`src/rtl/sync_fifo_param.sv`:
```
// Single-clock parametrised FIFO with occupancy count, programmable thresholds,
// overflow/underflow pulses and selectable first-word-fall-through read mode.
module sync_fifo_param #(
  parameter  int unsigned WIDTH      = 8,
  parameter  int unsigned DEPTH      = 16,
  parameter  int unsigned AF_THRESH  = DEPTH - 2,
  parameter  int unsigned AE_THRESH  = 2,
  parameter  bit          FWFT       = 1'b0,
  localparam int unsigned ADDR_WIDTH = $clog2(DEPTH)
) (
  input  logic                  clk_i,
  input  logic                  rst_i,
  input  logic                  wr_en_i,
  input  logic [WIDTH-1:0]      wdata_i,
  input  logic                  rd_en_i,
  output logic [WIDTH-1:0]      rdata_o,
  output logic                  rvalid_o,
  output logic                  full_o,
  output logic                  empty_o,
  output logic                  almost_full_o,
  output logic                  almost_empty_o,
  output logic [ADDR_WIDTH:0]   count_o,
  output logic                  overflow_o,
  output logic                  underflow_o
);

  localparam int unsigned CW = ADDR_WIDTH + 1;

  logic [WIDTH-1:0] mem_q [DEPTH];

  logic [CW-1:0]    wr_ptr_q, wr_ptr_d;
  logic [CW-1:0]    rd_ptr_q, rd_ptr_d;
  logic [CW-1:0]    count_q, count_d;
  logic             full_q, full_d;
  logic             empty_q, empty_d;
  logic             af_q, af_d;
  logic             ae_q, ae_d;
  logic             ovf_q, ovf_d;
  logic             udf_q, udf_d;
  logic             rvalid_q, rvalid_d;
  logic [WIDTH-1:0] rdata_q, rdata_d;
  logic             wr_acc, rd_acc;
  logic [WIDTH-1:0] head;
  logic             unused_wrap;

  assign head = mem_q[rd_ptr_q[ADDR_WIDTH-1:0]];
  // Wrap bits only distinguish full from empty; occupancy is tracked by count.
  assign unused_wrap = wr_ptr_q[ADDR_WIDTH] ^ rd_ptr_q[ADDR_WIDTH];

  always_comb begin
    wr_acc   = wr_en_i && !full_q;
    rd_acc   = rd_en_i && !empty_q;
    wr_ptr_d = wr_ptr_q + CW'(wr_acc);
    rd_ptr_d = rd_ptr_q + CW'(rd_acc);
    count_d  = count_q + CW'(wr_acc) - CW'(rd_acc);
    full_d   = (count_d == CW'(DEPTH));
    empty_d  = (count_d == '0);
    af_d     = (count_d >= CW'(AF_THRESH));
    ae_d     = (count_d <= CW'(AE_THRESH));
    ovf_d    = wr_en_i && full_q;
    udf_d    = rd_en_i && empty_q;
    rvalid_d = rd_acc;
    rdata_d  = rd_acc ? head : rdata_q;
  end

  always_ff @(posedge clk_i) begin
    if (rst_i) begin
      wr_ptr_q <= '0;
      rd_ptr_q <= '0;
      count_q  <= '0;
      full_q   <= 1'b0;
      empty_q  <= 1'b1;
      af_q     <= 1'b0;
      ae_q     <= 1'b1;
      ovf_q    <= 1'b0;
      udf_q    <= 1'b0;
      rvalid_q <= 1'b0;
      rdata_q  <= '0;
    end else begin
      wr_ptr_q <= wr_ptr_d;
      rd_ptr_q <= rd_ptr_d;
      count_q  <= count_d;
      full_q   <= full_d;
      empty_q  <= empty_d;
      af_q     <= af_d;
      ae_q     <= ae_d;
      ovf_q    <= ovf_d;
      udf_q    <= udf_d;
      rvalid_q <= rvalid_d;
      rdata_q  <= rdata_d;
    end
  end

  // Storage is not reset; a write coinciding with reset is dropped.
  always_ff @(posedge clk_i) begin
    if (wr_acc && !rst_i) begin
      mem_q[wr_ptr_q[ADDR_WIDTH-1:0]] <= wdata_i;
    end
  end

  always_comb begin
    if (FWFT) begin
      rdata_o  = empty_q ? '0 : head;
      rvalid_o = !empty_q;
    end else begin
      rdata_o  = rdata_q;
      rvalid_o = rvalid_q;
    end
  end

  assign full_o         = full_q;
  assign empty_o        = empty_q;
  assign almost_full_o  = af_q;
  assign almost_empty_o = ae_q;
  assign count_o        = count_q;
  assign overflow_o     = ovf_q;
  assign underflow_o    = udf_q;

endmodule
```
`config.mk`:
```
export PLATFORM = sky130hd
export DESIGN_NAME = sync_fifo_param
export DESIGN_NICKNAME = d
export VERILOG_FILES = /design/src/rtl/sync_fifo_param.sv
export SDC_FILE = /design/constraint.sdc
export NUM_CORES = 1
export LEC_CHECK = 0
export BUFFER_PORTS_ARGS = -buffer_cell sky130_fd_sc_hd__buf_2
export CAP_MARGIN = 10
export CORE_MARGIN = 2
export CORE_UTILIZATION = 65
export DETAILED_ROUTE_END_ITERATION = 8
export PLACE_DENSITY = 0.89
export SLEW_MARGIN = 20
export SYNTH_ARGS = -nofsm -noshare
export SYNTH_HDL_FRONTEND = slang
export SYNTH_SLANG_ARGS = --single-unit
```
`constraint.sdc`:
```
create_clock -name clk_i -period 6.3 [get_ports clk_i]
set_clock_uncertainty 0.1 [all_clocks]
set_input_delay 1.89 -clock clk_i [delete_from_list [all_inputs] [get_ports clk_i]]
set_output_delay 1.89 -clock clk_i [all_outputs]
set_load 0.05 [all_outputs]
```
# After elaboration in Yosys (flattened, before gate mapping)
# Memory sizes are Yosys's and may differ from the RTL's. A register that Yosys moved wholly into a read port is not among the register bits.
# Cells that the tools add are included.
[word_totals]
out_inout_bits = 20
in_bits = 12
word_cells = 29
regBits = 22
n_memories = 1
ram_bits = 128
[classes]
muxes = 2
order_cmp = 2
n_addsub = 4
n_reduce_logical = 9
eq_ne = 1
[mem_list]
columns = ["name", "words", "width", "rd", "rd_clocked_by_memory_dff", "wr", "line_no", "rtl"]
rows = [
  ["mem_q", 16, 8, 1, 1, 1, "29", "logic [WIDTH-1:0] mem_q [DEPTH];"],
]
[op_table]
columns = ["operator", "n"]
rows = [
  ["5-bit by 1-bit adder with 5-bit output", 3],
  ["5-bit == test, second input constant", 1],
  ["5-bit by 4-bit >= comparator with 1-bit output, second input constant", 1],
  ["5-bit by 2-bit <= comparator with 1-bit output, second input constant", 1],
  ["1-bit logical AND", 5],
  ["5-bit logical NOT", 1],
  ["5-bit by 1-bit subtractor with 5-bit output", 1],
  ["1-bit logical NOT", 3],
  ["1-bit two-way mux", 2],
]

# Longest topological paths before layout
[depth]
ltp_word = 5
depth_mapped = 9
ltp_nobuf = 8

# Worst setup path before layout
# No wires, ideal clock.
[synth_timing]
path_kind = "input to register"
from = "input rd_en_i"
to = "register ae_q (netlist: almost_empty_o)"
required_time_ns = 6.084
n_path_buf = 1
arrival_ns = 3.593
path_slack_ns = 2.491
stages = 9
path_cell_list = "nor2b_1 clkbuf_1 xnor2_1 ha_1 fa_1 a21o_1 a21oi_1 xnor2_1 a41o_1"
[synth_via]
elab_chain_cells = 3
[synth_rtl]
columns = ["element", "line_no", "rtl"]
rows = [
  ["from (decl)", "15", "input logic rd_en_i,"],
  ["1-bit logical AND", "52", "rd_acc = rd_en_i && !empty_q;"],
  ["5-bit by 1-bit subtractor with 5-bit output", "55", "count_d = count_q + CW'(wr_acc) - CW'(rd_acc);"],
  ["5-bit by 2-bit <= comparator with 1-bit output", "59", "ae_d = (count_d <= CW'(AE_THRESH));"],
  ["to (signal assigned)", "74", "ae_q <= 1'b1;"],
  ["to (signal assigned)", "86", "ae_q <= ae_d;"],
  ["to (decl)", "37", "logic ae_q, ae_d;"],
]
# Every way passes these cells.
# A chain may end at the register's enable or synchronous reset.

# Worst setup path in the final report
# Ends and elaborated chain as after synthesis.

==> results.cfg <==
[floorplan]
fp.dieH_um = 101
die_area_mm2 = 0.0101
die_w_um = 101
coreArea_mm2 = 0.00915
num_rows = 35
start_util = 0.662
pin_count = 32

[power]
power.density_mw_per_mm2 = 395
power.leakage_nw = 2.34
power_mw = 2.73
ir_worst_vdd_mv = 0.271

[placed_design]
hpwlAfterDp_um = 7030
post-place-cells = 460
postPlaceCellArea_mm2 = 0.00631
place_congestion = 0.787
port_buffers = 31
dpl_worst_slack_ns = 2.22

[worst_setup_path]
rrSetupSlack_ns = 3.70
cp-end-kind = flop
arrival_ns = 3.95
critical_path_required_ns = 6.62
startpoint = rd_en_i
cpMostUsedCell = xnor2_1
critPathMaxFanout = 6
crit_end = almost_empty_o
slowest_delay_ns = 0.41
rr_startpoint = rd_ptr_q[1]
r2r_end = rdata_o[0]
start_kind = input port
reg2reg_depth = 5
cpMaxStageDelayCell = fa_1
setup.worst_path.class = input port to flop
crit_chain = buf_2 > nor2b_1 > xnor2_1 > ha_1 > fa_1 > a21o_1 > a21oi_1 > xnor2_1 > a41o_1

[hold_path]
min_path_type = flop to flop
hold_start = rdata_o[3]

[timing]
fin_tns_setup_ns = 0
slew_headroom = 0.346
period_share = 0.576
setup_viol_count_final = 0
report.final.slew_viol_count = 0
worst_pin_slew_ns = 0.978
setup_ws_ns = 2.67
max_clock_freq_mhz = 276
final_hold_viol_count = 0
rsz0062_at_grt = false
min_period_ns = 3.63

[detailed_routing]
drt_first_pass_iters = 5
wire_per_inst_um = 24.9
vias = 3181
drc = 0
ant_nets = 0
viasPerCell = 6.47
drt_iter0_markers = 296
finalWirelength_um = 12300

[global_route]
grt_max_degree = 27
grt_pass1_vias = 3208
grt-ovfl-total = 0
grt_util_all_layers = 0.264
grt_antenna_before_repair = 0
grt_pass1_wl_um = 18700

[clock_network]
cts_setup_buffers = 0
cts.clk_slew.worst_paths_ns = 0.07
insertion_delay_ns = 0.53
htree_levels = 4
cts_buffer_depth = 2
cts_root_buffer = clkbuf_8
ctsResizeCount = 0
cts_hold_buffers = 0
tritoncts = yes
clkSinkCount = 156
cts_buffers = 17

[synth]
ys_seq_area_frac = 0.727
synth.distinct_cells = 39
synth-seq-cells = 156
yosysWarnings = 0
avgSynthCellArea_um2 = 18.5
syn-num-nets = 347
syn-instance-count = 327
syn-cell-area_mm2 = 0.00606

[finish]
final_cell_mix = edfxtp_1, buf_2, dfxtp_1
fin_nets = 388
final_common_cell = edfxtp_1
antennaDiodeCount = 0
stdcell_count = 492
nFillCells = 476
syn_to_final_growth_pct = 14.1
layout-drive-gt1-share = 0.255
final_cell_area_mm2 = 0.00691

[run]
drv_cap = 0

[run_status]
outcome = finished clean
-- critical path: cells and delay by family --
kind / cells / cell delay (ns)
AND/OR/NAND/NOR: 1 / 0.37
buffers and inverters: 1 / 0.09
AO/OA/AOI/OAI: 3 / 0.67
XOR/XNOR: 2 / 0.29
adder cells (fa/ha/maj): 2 / 0.63
-- kinds of logic (layout without fill, tap and decap cells) --
kind of cell / Yosys count / in the layout / synth area share
AO/OA/AOI/OAI: 26 / 26 / 0.0314
XOR/XNOR: 10 / 10 / 0.0145
adder cells (fa/ha/maj): 8 / 8 / 0.0178
buffers and inverters: 21 / 75 / 0.0192
flip-flops: 156 / 156 / 0.727
multiplexers: 47 / 47 / 0.142
AND/OR/NAND/NOR: 59 / 59 / 0.0479
-- power by group --
part           switching [mW]  internal (mW)  total (mW)
logic                   0.323          0.171       0.494
registers              0.0336           1.17        1.21
clock network           0.439          0.591        1.03
total                   0.795           1.93        2.73
-- synthesized netlist by cell type --
cell type	count	area [µm²]
fa_1	1	20.0
a2111oi_0	1	8.76
mux4_1	4	105
dfxtp_1	28	561
a311oi_1	1	8.76
buf_12	1	20.0
nand4_1	1	6.26
o22ai_1	1	6.26
mux4_2	26	586
buf_2	4	20.0
buf_1	2	7.51
a41o_1	2	20.0
a22oi_1	1	7.51
clkbuf_1	5	18.8
buf_6	1	11.3
clkbuf_2	1	5.00
and2_1	1	6.26
nand2_1	8	30.0
nor3_1	5	25.0
nand2b_1	6	37.5
ha_1	7	87.6
inv_1	5	18.8
xor2_1	4	35.0
nor2_1	23	86.3
a221o_1	1	10.0
a2bb2oi_1	7	61.3
edfxtp_1	128	3840
o21ai_1	7	35.0
xnor2_1	6	52.6
nand3_1	1	5.00
a21oi_1	2	10.0
nor4bb_1	1	10.0
a21o_1	2	15.0
nor3b_1	2	15.0
buf_4	2	15.0
a211oi_1	1	7.51
and3_1	2	12.5
mux2i_1	17	170
nor2b_1	9	56.3
-- final cells by class --
class	instances	area (µm²)	area share
inverters	5	18.8	0.00271
multi-input cells	150	1540	0.222
flip-flops and latches	156	4410	0.637
clock buffers	18	428	0.0619
repair buffers	38	208	0.0300
well taps	111	139	0.0201
clock inverters	14	178	0.0257
-- worst min-delay path by stage --
stage,cells past startpoint,to,slack (ns)
after floorplan,2,rd_ptr_q[2],0.41
after global placement,2,rdata_o[2],0.36
after detailed placement,1,rdata_o[0],0.37
after CTS,1,rdata_o[0],0.39
after global routing,1,rdata_o[0],0.42
final,2,rdata_o[3],0.39
-- metal layers --
metal  up-vias  part of all wire  global-route usage
li1       1370                 -                   -
met1      1610              0.37               0.332
met2       169              0.52               0.445
met3        32             0.077              0.0596
met4         0             0.030               0.115
met5         -                 0                   0
-- registers in the layout (all words and copies together), names as in the netlist --
signal	flops
empty_o	1
almost_empty_o	1
almost_full_o	1
rd_ptr_q	4
overflow_o	1
rvalid_o	1
underflow_o	1
mem_q	128
full_o	1
count_o	5
rdata_o	8
wr_ptr_q	4
-- per-stage QoR --
stage / util / hold slack, ns
floorplan: - / 0.409
global placement: 0.689 / 0.355
finish: 0.755 / 0.386
global route: 0.755 / 0.419
CTS: 0.755 / 0.387
detailed placement: 0.689 / 0.371
Power figures use the tool's default switching activity.
